==> src/rtl/ula_pkg.sv <==
// Shared definitions for the serial-nibble ALU: nibble width, controller
// state encoding and named 74181 function selects.
package ula_pkg;

  localparam int NIBBLE_W = 4;

  typedef enum logic {
    IDLE = 1'b0,
    RUN  = 1'b1
  } state_t;

  // Mode values for m
  localparam logic M_ARITH = 1'b0;
  localparam logic M_LOGIC = 1'b1;

  // Common function selects (pair with the mode noted)
  localparam logic [3:0] S_ADD  = 4'b1001;  // m = 0 : A plus B plus carry
  localparam logic [3:0] S_XOR  = 4'b0110;  // m = 1 : A xor B
  localparam logic [3:0] S_XNOR = 4'b1001;  // m = 1 : A xnor B

endpackage

==> src/rtl/ula_74181.sv <==
// Combinational 4-bit 74181-style ALU slice, active-high data and an
// active-high carry in / carry out. a_eq_b is high when f is all ones.
module ula_74181
  import ula_pkg::*;
(
  input  logic [NIBBLE_W-1:0] a,
  input  logic [NIBBLE_W-1:0] b,
  input  logic [3:0]          s,
  input  logic                m,
  input  logic                c_in,
  output logic [NIBBLE_W-1:0] f,
  output logic                c_out,
  output logic                a_eq_b
);

  logic [NIBBLE_W-1:0] t1;
  logic [NIBBLE_W-1:0] t2;
  logic [NIBBLE_W:0]   sum;
  logic [NIBBLE_W-1:0] logic_f;

  // Arithmetic path: every 74181 arithmetic function is t1 plus t2 plus carry
  always_comb begin
    t1  = a | (b & {NIBBLE_W{s[0]}}) | (~b & {NIBBLE_W{s[1]}});
    t2  = (a & ~b & {NIBBLE_W{s[2]}}) | (a & b & {NIBBLE_W{s[3]}});
    sum = {1'b0, t1} + {1'b0, t2} + {{NIBBLE_W{1'b0}}, c_in};
  end

  // Logic path: the sixteen bitwise functions selected by s
  always_comb begin
    logic_f = '0;
    case (s)
      4'b0000: logic_f = ~a;
      4'b0001: logic_f = ~(a | b);
      4'b0010: logic_f = ~a & b;
      4'b0011: logic_f = '0;
      4'b0100: logic_f = ~(a & b);
      4'b0101: logic_f = ~b;
      4'b0110: logic_f = a ^ b;
      4'b0111: logic_f = a & ~b;
      4'b1000: logic_f = ~a | b;
      4'b1001: logic_f = ~(a ^ b);
      4'b1010: logic_f = b;
      4'b1011: logic_f = a & b;
      4'b1100: logic_f = '1;
      4'b1101: logic_f = a | ~b;
      4'b1110: logic_f = a | b;
      default: logic_f = a;
    endcase
  end

  // Mode mux; the carry chain keeps running in logic mode
  always_comb begin
    f      = m ? logic_f : sum[NIBBLE_W-1:0];
    c_out  = sum[NIBBLE_W];
    a_eq_b = &f;
  end

endmodule

==> src/rtl/ula_serial_nibble.sv <==
// Wide 74181-style ALU built by stepping one ula_74181 slice across NIBBLES
// nibbles, LSB first, with a start/busy/done handshake.
// Optional build macro ULA_ZERO_FLAG_EN adds a registered zero-result flag.
module ula_serial_nibble
  import ula_pkg::*;
#(
  parameter int NIBBLES = 4
) (
  input  logic                         clk,
  input  logic                         rst,
  input  logic                         start,
  input  logic [NIBBLE_W*NIBBLES-1:0]  a_in,
  input  logic [NIBBLE_W*NIBBLES-1:0]  b_in,
  input  logic [3:0]                   s_in,
  input  logic                         m_in,
  input  logic                         c_in,
  output logic                         busy,
  output logic                         done,
  output logic [NIBBLE_W*NIBBLES-1:0]  f_out,
  output logic                         c_out,
`ifdef ULA_ZERO_FLAG_EN
  output logic                         zero,
`endif
  output logic                         a_eq_b
);

  localparam int W     = NIBBLE_W * NIBBLES;
  localparam int IDX_W = $clog2(NIBBLES);
  localparam logic [IDX_W-1:0] LAST_IDX = IDX_W'(NIBBLES - 1);

  state_t             state_q, state_d;
  logic [IDX_W-1:0]   idx_q, idx_d;
  logic               carry_q, carry_d;
  logic               eq_acc_q, eq_acc_d;
  logic [W-1:0]       a_q, a_d;
  logic [W-1:0]       b_q, b_d;
  logic [3:0]         s_q, s_d;
  logic               m_q, m_d;
  logic [W-1:0]       work_q, work_d;
  logic [W-1:0]       f_out_q, f_out_d;
  logic               c_out_q, c_out_d;
  logic               a_eq_b_q, a_eq_b_d;
  logic               done_q, done_d;
`ifdef ULA_ZERO_FLAG_EN
  logic               zero_q, zero_d;
`endif

  logic [NIBBLE_W-1:0] a_nib [NIBBLES];
  logic [NIBBLE_W-1:0] b_nib [NIBBLES];
  logic [W-1:0]        work_merged;
  logic [NIBBLE_W-1:0] slice_f;
  logic                slice_c;
  logic                slice_eq;

  // Split latched operands into nibbles and build the working result with
  // the current slice output dropped into nibble idx
  for (genvar gi = 0; gi < NIBBLES; gi++) begin : g_nib
    assign a_nib[gi] = a_q[gi*NIBBLE_W +: NIBBLE_W];
    assign b_nib[gi] = b_q[gi*NIBBLE_W +: NIBBLE_W];
    assign work_merged[gi*NIBBLE_W +: NIBBLE_W] =
      (idx_q == IDX_W'(gi)) ? slice_f : work_q[gi*NIBBLE_W +: NIBBLE_W];
  end

  ula_74181 u_slice (
    .a      (a_nib[idx_q]),
    .b      (b_nib[idx_q]),
    .s      (s_q),
    .m      (m_q),
    .c_in   (carry_q),
    .f      (slice_f),
    .c_out  (slice_c),
    .a_eq_b (slice_eq)
  );

  // State and datapath registers, asynchronously cleared
  always_ff @(posedge clk or posedge rst) begin
    if (rst) begin
      state_q  <= IDLE;
      idx_q    <= '0;
      carry_q  <= 1'b0;
      eq_acc_q <= 1'b0;
      a_q      <= '0;
      b_q      <= '0;
      s_q      <= '0;
      m_q      <= 1'b0;
      work_q   <= '0;
      f_out_q  <= '0;
      c_out_q  <= 1'b0;
      a_eq_b_q <= 1'b0;
      done_q   <= 1'b0;
`ifdef ULA_ZERO_FLAG_EN
      zero_q   <= 1'b0;
`endif
    end else begin
      state_q  <= state_d;
      idx_q    <= idx_d;
      carry_q  <= carry_d;
      eq_acc_q <= eq_acc_d;
      a_q      <= a_d;
      b_q      <= b_d;
      s_q      <= s_d;
      m_q      <= m_d;
      work_q   <= work_d;
      f_out_q  <= f_out_d;
      c_out_q  <= c_out_d;
      a_eq_b_q <= a_eq_b_d;
      done_q   <= done_d;
`ifdef ULA_ZERO_FLAG_EN
      zero_q   <= zero_d;
`endif
    end
  end

  // Next-state and datapath update: latch on start, step one nibble per
  // cycle in RUN, publish the wide result only on the last nibble
  always_comb begin
    state_d  = state_q;
    idx_d    = idx_q;
    carry_d  = carry_q;
    eq_acc_d = eq_acc_q;
    a_d      = a_q;
    b_d      = b_q;
    s_d      = s_q;
    m_d      = m_q;
    work_d   = work_q;
    f_out_d  = f_out_q;
    c_out_d  = c_out_q;
    a_eq_b_d = a_eq_b_q;
    done_d   = 1'b0;
`ifdef ULA_ZERO_FLAG_EN
    zero_d   = zero_q;
`endif
    case (state_q)
      IDLE: begin
        if (start) begin
          a_d      = a_in;
          b_d      = b_in;
          s_d      = s_in;
          m_d      = m_in;
          idx_d    = '0;
          carry_d  = c_in;
          eq_acc_d = 1'b1;
          state_d  = RUN;
        end
      end
      default: begin
        work_d   = work_merged;
        carry_d  = slice_c;
        eq_acc_d = eq_acc_q & slice_eq;
        if (idx_q == LAST_IDX) begin
          f_out_d  = work_merged;
          c_out_d  = slice_c;
          a_eq_b_d = eq_acc_q & slice_eq;
`ifdef ULA_ZERO_FLAG_EN
          zero_d   = (work_merged == '0);
`endif
          done_d   = 1'b1;
          idx_d    = '0;
          state_d  = IDLE;
        end else begin
          idx_d = idx_q + IDX_W'(1);
        end
      end
    endcase
  end

  // Outputs straight from registers; busy is simply "in RUN"
  always_comb begin
    busy   = (state_q == RUN);
    done   = done_q;
    f_out  = f_out_q;
    c_out  = c_out_q;
    a_eq_b = a_eq_b_q;
`ifdef ULA_ZERO_FLAG_EN
    zero   = zero_q;
`endif
  end

endmodule

==> config.mk <==
export PLATFORM = sky130hd
export DESIGN_NAME = ula_serial_nibble
export DESIGN_NICKNAME = d
export VERILOG_FILES = /design/src/rtl/ula_pkg.sv /design/src/rtl/ula_74181.sv /design/src/rtl/ula_serial_nibble.sv
export SDC_FILE = /design/constraint.sdc
export NUM_CORES = 1
export LEC_CHECK = 0
export CELL_PAD_IN_SITES_DETAIL_PLACEMENT = 1
export CELL_PAD_IN_SITES_GLOBAL_PLACEMENT = 2
export CORE_UTILIZATION = 37
export CTS_CLUSTER_DIAMETER = 60
export DETAILED_ROUTE_END_ITERATION = 16
export PLACE_DENSITY = 0.85
export SLEW_MARGIN = 10
export SYNTH_ARGS = -nofsm -noshare
export SYNTH_HDL_FRONTEND = slang
export SYNTH_HIERARCHICAL = 1
export SYNTH_SLANG_ARGS = --single-unit
==> constraint.sdc <==
create_clock -name clk -period 4.4 [get_ports clk]
set_input_delay 0.88 -clock clk [delete_from_list [all_inputs] [get_ports clk]]
set_output_delay 0.88 -clock clk [all_outputs]
set_load 0.005 [all_outputs]
-- Word-level counts from Yosys, hierarchy flattened
Cells that the tools add are included.
- bits in registers: 77
- input bits: 41
- output and inout bits: 20
- logic and storage cells: 86
- $add $sub $neg: 3
- order comparisons: 1
- eq/ne operators: 17
- muxes and demuxes: 24
- bitwise logic cells: 22
- reduce and logical (&&, ||, !) cells: 6
- operators with widths (kind ; number):
    $pmux W4 S15 ; 1
    $mux W4 ; 9
    $and A4 B4 Y4 ; 7
    $eq A4 B4 Y1 const B ; 7
    $or A4 B4 Y4 ; 6
    $not A4 Y4 ; 5
    $bmux W4 S2 ; 2
    $eq A4 B3 Y1 const B ; 4
    $mux W1 ; 9
    $eq A4 B2 Y1 const B ; 2
    $mux W2 ; 3
    $add A4 B4 Y5 ; 1
    $add A5 B1 Y5 ; 1
    $eq A2 B2 Y1 const B ; 2
    $eq A4 B1 Y1 const B ; 1
    $logic_not A4 Y1 ; 1
    $reduce_and A2 Y1 ; 2
    $reduce_and A4 Y1 ; 1
    $xor A4 B4 Y4 ; 1
    $ge A3 B3 Y1 const B ; 1
    $not A2 Y3 ; 1
    $add A2 B1 Y2 const B ; 1
    $eq A2 B1 Y1 const B ; 1
    $logic_not A2 Y1 ; 1
    3 further kinds ; 3

-- Longest topological paths before layout
- depth in word-level cells: 14
- gate-level depth with buffers: 13

-- Hierarchy
Netlist, hierarchy kept.
- modules (own cells, without submodules) (module ; times used ; cells each ; area each (µm²) ; sequential area each (µm²)):
    ula_serial_nibble ; 1 ; 232 ; 3419.5 ; 1926.8
    ula_74181 ; 1 ; 151 ; 1178.6 ; 0.0

-- Least setup slack after synthesis
Ideal clock, no wire load.
- kind: reg2reg
- from: reg idx_q[0]
- to: reg a_eq_b_q (netlist: a_eq_b)
- library setup time: 0.079 ns
- data arrival time: 3.496 ns
- required time: 4.321 ns
- slack: 0.824 ns
- stages on the path, launching flop included: 13
- buffers on the path: 1
- cell sequence: dfrtp_1 buf_2 mux4_2 ha_1 a22o_1 fa_1 fa_1 xor2_1 o22ai_1 a31oi_1 and4_1 nand2_1 mux2i_1
- cells in the longest elaborated chain, start to end: 13
- ends and longest elaborated chain (element ; RTL line ; RTL):
    from (decl) ; ula_serial_nibble.sv:32 ; logic [IDX_W-1:0] idx_q, idx_d;
    from (signal assigned) ; ula_serial_nibble.sv:96 ; idx_q <= idx_d;
    $not A2 Y3 (not written as such) * ; ula_serial_nibble.sv:65, ula_serial_nibble.sv:66 ;
    $bmux W4 S2 ; ula_serial_nibble.sv:66 ; .b (b_nib[idx_q]),
    $mux W4 (not written as such) (2 in a row) ; ula_serial_nibble.sv:66 ;
    $not A4 Y4 ; - ;
    $and A4 B4 Y4 ; ula_74181.sv:24, ula_74181.sv:39 ;
    $and A4 B4 Y4 ; ula_74181.sv:24 ; t2 = (a & ~b & {NIBBLE_W{s[2]}}) | (a & b & {NIBBLE_W{s[3]}});
    $or A4 B4 Y4 ; ula_74181.sv:24 ;
    $add A4 B4 Y5 ; ula_74181.sv:25 ; sum = {1'b0, t1} + {1'b0, t2} + {{NIBBLE_W{1'b0}}, c_in};
    $add A5 B1 Y5 ; ula_74181.sv:25 ;
    $mux W4 * ; ula_74181.sv:53 ; f = m ? logic_f : sum[NIBBLE_W-1:0];
    net slice_f[2] ; ula_serial_nibble.sv:51 ; logic [NIBBLE_W-1:0] slice_f;
    $reduce_and A4 Y1 * ; ula_74181.sv:55 ; a_eq_b = &f;
    net slice_eq ; ula_serial_nibble.sv:53 ; logic slice_eq;
    $and A1 B1 Y1 * ; ula_serial_nibble.sv:153 ; a_eq_b_d = eq_acc_q & slice_eq;
    to (signal assigned) ; ula_serial_nibble.sv:106 ; a_eq_b_q <= a_eq_b_d;
    to (decl) ; ula_serial_nibble.sv:42 ; logic a_eq_b_q, a_eq_b_d;
Mark *: on every way through the listed nets, which the timed path passes. The rest lies on a longest branch. The select of a mux whose other input is x is not followed.
A chain may end at the register's enable or synchronous reset.

-- Worst setup path after layout
Ends and elaborated chain as after synthesis.

==> impl_metrics.yaml <==
clocking:
  cts_hold_buf: 0
  cts_tree: "built"
  cts_setup_buffers: 0
  cts.sinks: 77
  cts_htree_levels: 3
  root_buffer: "clkbuf_16"
  cts_made_buffers: 9
  cts_max_path_buffers: 2
  cts_resized: 0
  clkLatencyLatePin_ps: 330
  clk_pin_slew_ps: 60
yosys:
  syn_area_mm2: 0.004598
  yosys_most_used_dff: "dfrtp_1"
  syn_nets: 450
  netlist_top_cells_area: "dfrtp_1 42%, mux2_2 8.6%, ha_1 6.5%, mux2_4 6.2%, mux2i_1 4.6%"
  synth_seq_cells: 77
  ys_warn_count: 6
  seq_area_frac_synth_pct: 41.90
  synthArstFlopShare_pct: 100.0
  synthDistinctLibCells: 55
  syn_inst: 383
  synth_top_cell_by_area: "dfrtp_1"
  synth_edf_count: 0
  netlist.area_leader.share_pct: 41.90
  synth_area_per_cell_um2: 12.01
grt:
  grt_pass1_vias: 3606
  antenna_found_initial: 0
  grt_start_max_net_pins: 47
  track_usage_pct: 19.33
  grt_overflow: 0
  grt_pass1_wl_um: 19340
detailed_routing:
  drt_iter0_markers: 142
  drt.antenna.violating_nets: 0
  wl_per_cell_um: 19.14
  dr.pass1.iters: 4
  vias: 3289
  routed_via_density: 5.418
  post-route-drc-count: 0
  wirelength_um: 11620
timing:
  hold_viol: 0
  slew_headroom_pct: 36.06
  fmaxAchievable_mhz: 257.4
  finalSetupViolations: 0
  grt_setup_unrepaired: "false"
  drv_slew: 0
  fin_crit_ps: 3886
  skew_ps: 6.701
  period_share_pct: 88.31
  tightestPinTransition_ps: 957.7
  finalSetupTns_ps: 0
die:
  io_pins: 61
  rows: 40
  fp.dieW_um: 113.5
  start_util_pct: 38.12
  die_y_um: 113.5
  core_area_mm2: 0.01206
  die_area_mm2: 0.01288
hold_path:
  hold_path_end: "a_q[10]"
  hp-start: "a_q[10]"
  holdPathStages: 1
  hold_class: "reg -> reg"
place:
  hpwl_um: 8273
  numPortBuffers: 60
  gp_congestion: 0.8640
setup_path:
  critical_path.most_common_cell: "fa_1"
  worstSetupPathType: "reg -> reg"
  worst-endpoint-arrival_ps: 4130
  path_cells: "mux4_2, ha_1, a22o_1, fa_1, fa_1, xor2_1, o22ai_1, a31oi_1, buf_4, and4_1, nand2_1, mux2i_1"
  rr_startpoint: "idx_q[0]"
  critPathMaxFanout: 13
  crit_path_max_incr_delay_ps: 770
  r2r-end: "a_eq_b"
  r2r_cells: 12
  cp_data_required_time_ps: 4650
  startpoint_type: "flip-flop"
  reg2reg_slack_ps: 510
  crit_slowest_cell: "dfrtp_1"
  end_kind: "flip-flop"
finish:
  drive_above_1_share_pct: 21.18
  antenna_cells: 0
  final_nets: 501
  postLayoutCoreUtil_pct: 46.23
  layout_commonest_cell: "dfrtp_1"
  syn_to_final_growth_pct: 21.28
  final_cell_mix: "77 x dfrtp_1, 60 x clkdlybuf4s50_1, 36 x a21oi_1"
power_and_ir_drop:
  leakage_nw: 2.338
  p_seq_share_pct: 26.4
  ir_drop_mv: 0.4155
  p_clk_share_pct: 13.8
  intPower_mw: 3.139
  power.density_mw_per_mm2: 973.0
  netSwitchingFraction_pct: 42.14
  p_switching_mw: 2.286
  combPwrFrac_pct: 59.9
run_status:
  status: "complete, no violations"
job:
  maxCapViolCount: 0
power by group through the flow:
| stage | sequential, mW | combinational (mW) | clock [mW] |
|---|---|---|---|
| after detailed placement | 1.44 | 3.24 | 0 |
| after global routing | 1.49 | 3.57 | 0.794 |
| final | 1.43 | 3.25 | 0.747 |
| after global placement | 1.42 | 3.13 | 0 |
| after floorplan | 1.24 | 2.44 | 0 |
| after CTS | 1.44 | 3.26 | 0.766 |
registers in the layout, summed over array words and instances (netlist names):
name	flops
b_q	16
s_q	4
busy	1
a_q	16
carry_q	1
eq_acc_q	1
f_out	16
work_q	16
idx_q	2
c_out	1
m_q	1
done	1
a_eq_b	1
critical path, delay by kind of cell, from the launching register on:
family                     cells  cell delay [ps]
AOI/OAI and AO/OA              3              530
DFF                            1              770
and+or+nand+nor                2              240
adders and majority gates      3             1110
buffers and inverters          1              190
muxes                          2              810
xor gates and xnor gates       1              160
synth_stat cells (5+ instances only):
library cell and instances:
dfrtp_1 77, a21oi_1 36, mux2_2 35, ha_1 24, mux2i_1 21, mux2_4 19
inv_1 17, buf_2 14, nand2_1 11, o31ai_1 10, mux4_2 8, a22o_1 6
nand2b_1 6, nand3b_1 6, nor2_1 6, a21o_1 5, a31oi_1 5, buf_4 5
layout make-up:
class                      instances  area [um2]
clock buffer                      13       260.3
sequential                        77        1927
multi-input combinational        259        2396
fill                            1295        6485
inverter                          17       63.81
clock inverter                     3       43.79
tap                              168       210.2
timing repair buffer              70       675.6
metal layers:
| metal | global-route usage (%) | vias up | routed length, um |
|---|---|---|---|
| li1 | - | 1527 | - |
| met5 | 0 | - | 0 |
| met4 | 8.509 | 0 | 189 |
| met3 | 2.232 | 12 | 316 |
| met1 | 25.38 | 1688 | 5263 |
| met2 | 32.24 | 62 | 5845 |
worst max path at each step:
stage / start / endpoint / slack (ps) / depth (start not counted)
2_1_floorplan: idx_q[0] / a_eq_b / 820 / 12
3_3_place_gp: idx_q[0] / a_eq_b / 690 / 12
3_5_place_dp: idx_q[0] / a_eq_b / 530 / 11
4_1_cts: idx_q[0] / a_eq_b / 510 / 12
5_1_grt: idx_q[0] / a_eq_b / 220 / 12
6_report: idx_q[0] / a_eq_b / 510 / 12
stage by stage:
stage | setup WS (ps) | total power, mW | cell area [um2] | hold WS, ps | cells
finish | 514.3 | 5.426 | 5577 | 502.4 | 607
global route | 223.6 | 5.856 | 5577 | 524.4 | 607
floorplan | 824.4 | 3.681 | 4598 | 471.8 | 383
detailed placement | 529.3 | 4.677 | 5273 | 491.5 | 591
CTS | 506.2 | 5.463 | 5577 | 505.8 | 607
global placement | 690.8 | 4.542 | 5273 | 484.9 | 591
cell families after synthesis:
| logic type | count (synthesis) | synth area share (%) |
|---|---|---|
| buffers and inverters | 47 | 5.987 |
| xor gates and xnor gates | 1 | 0.1905 |
| DFF | 77 | 41.90 |
| AOI/OAI and AO/OA | 94 | 13.71 |
| muxes | 85 | 23.75 |
| adders and majority gates | 26 | 7.401 |
| and+or+nand+nor | 53 | 7.048 |
No activity file was read; power rests on OpenSTA's default activity.
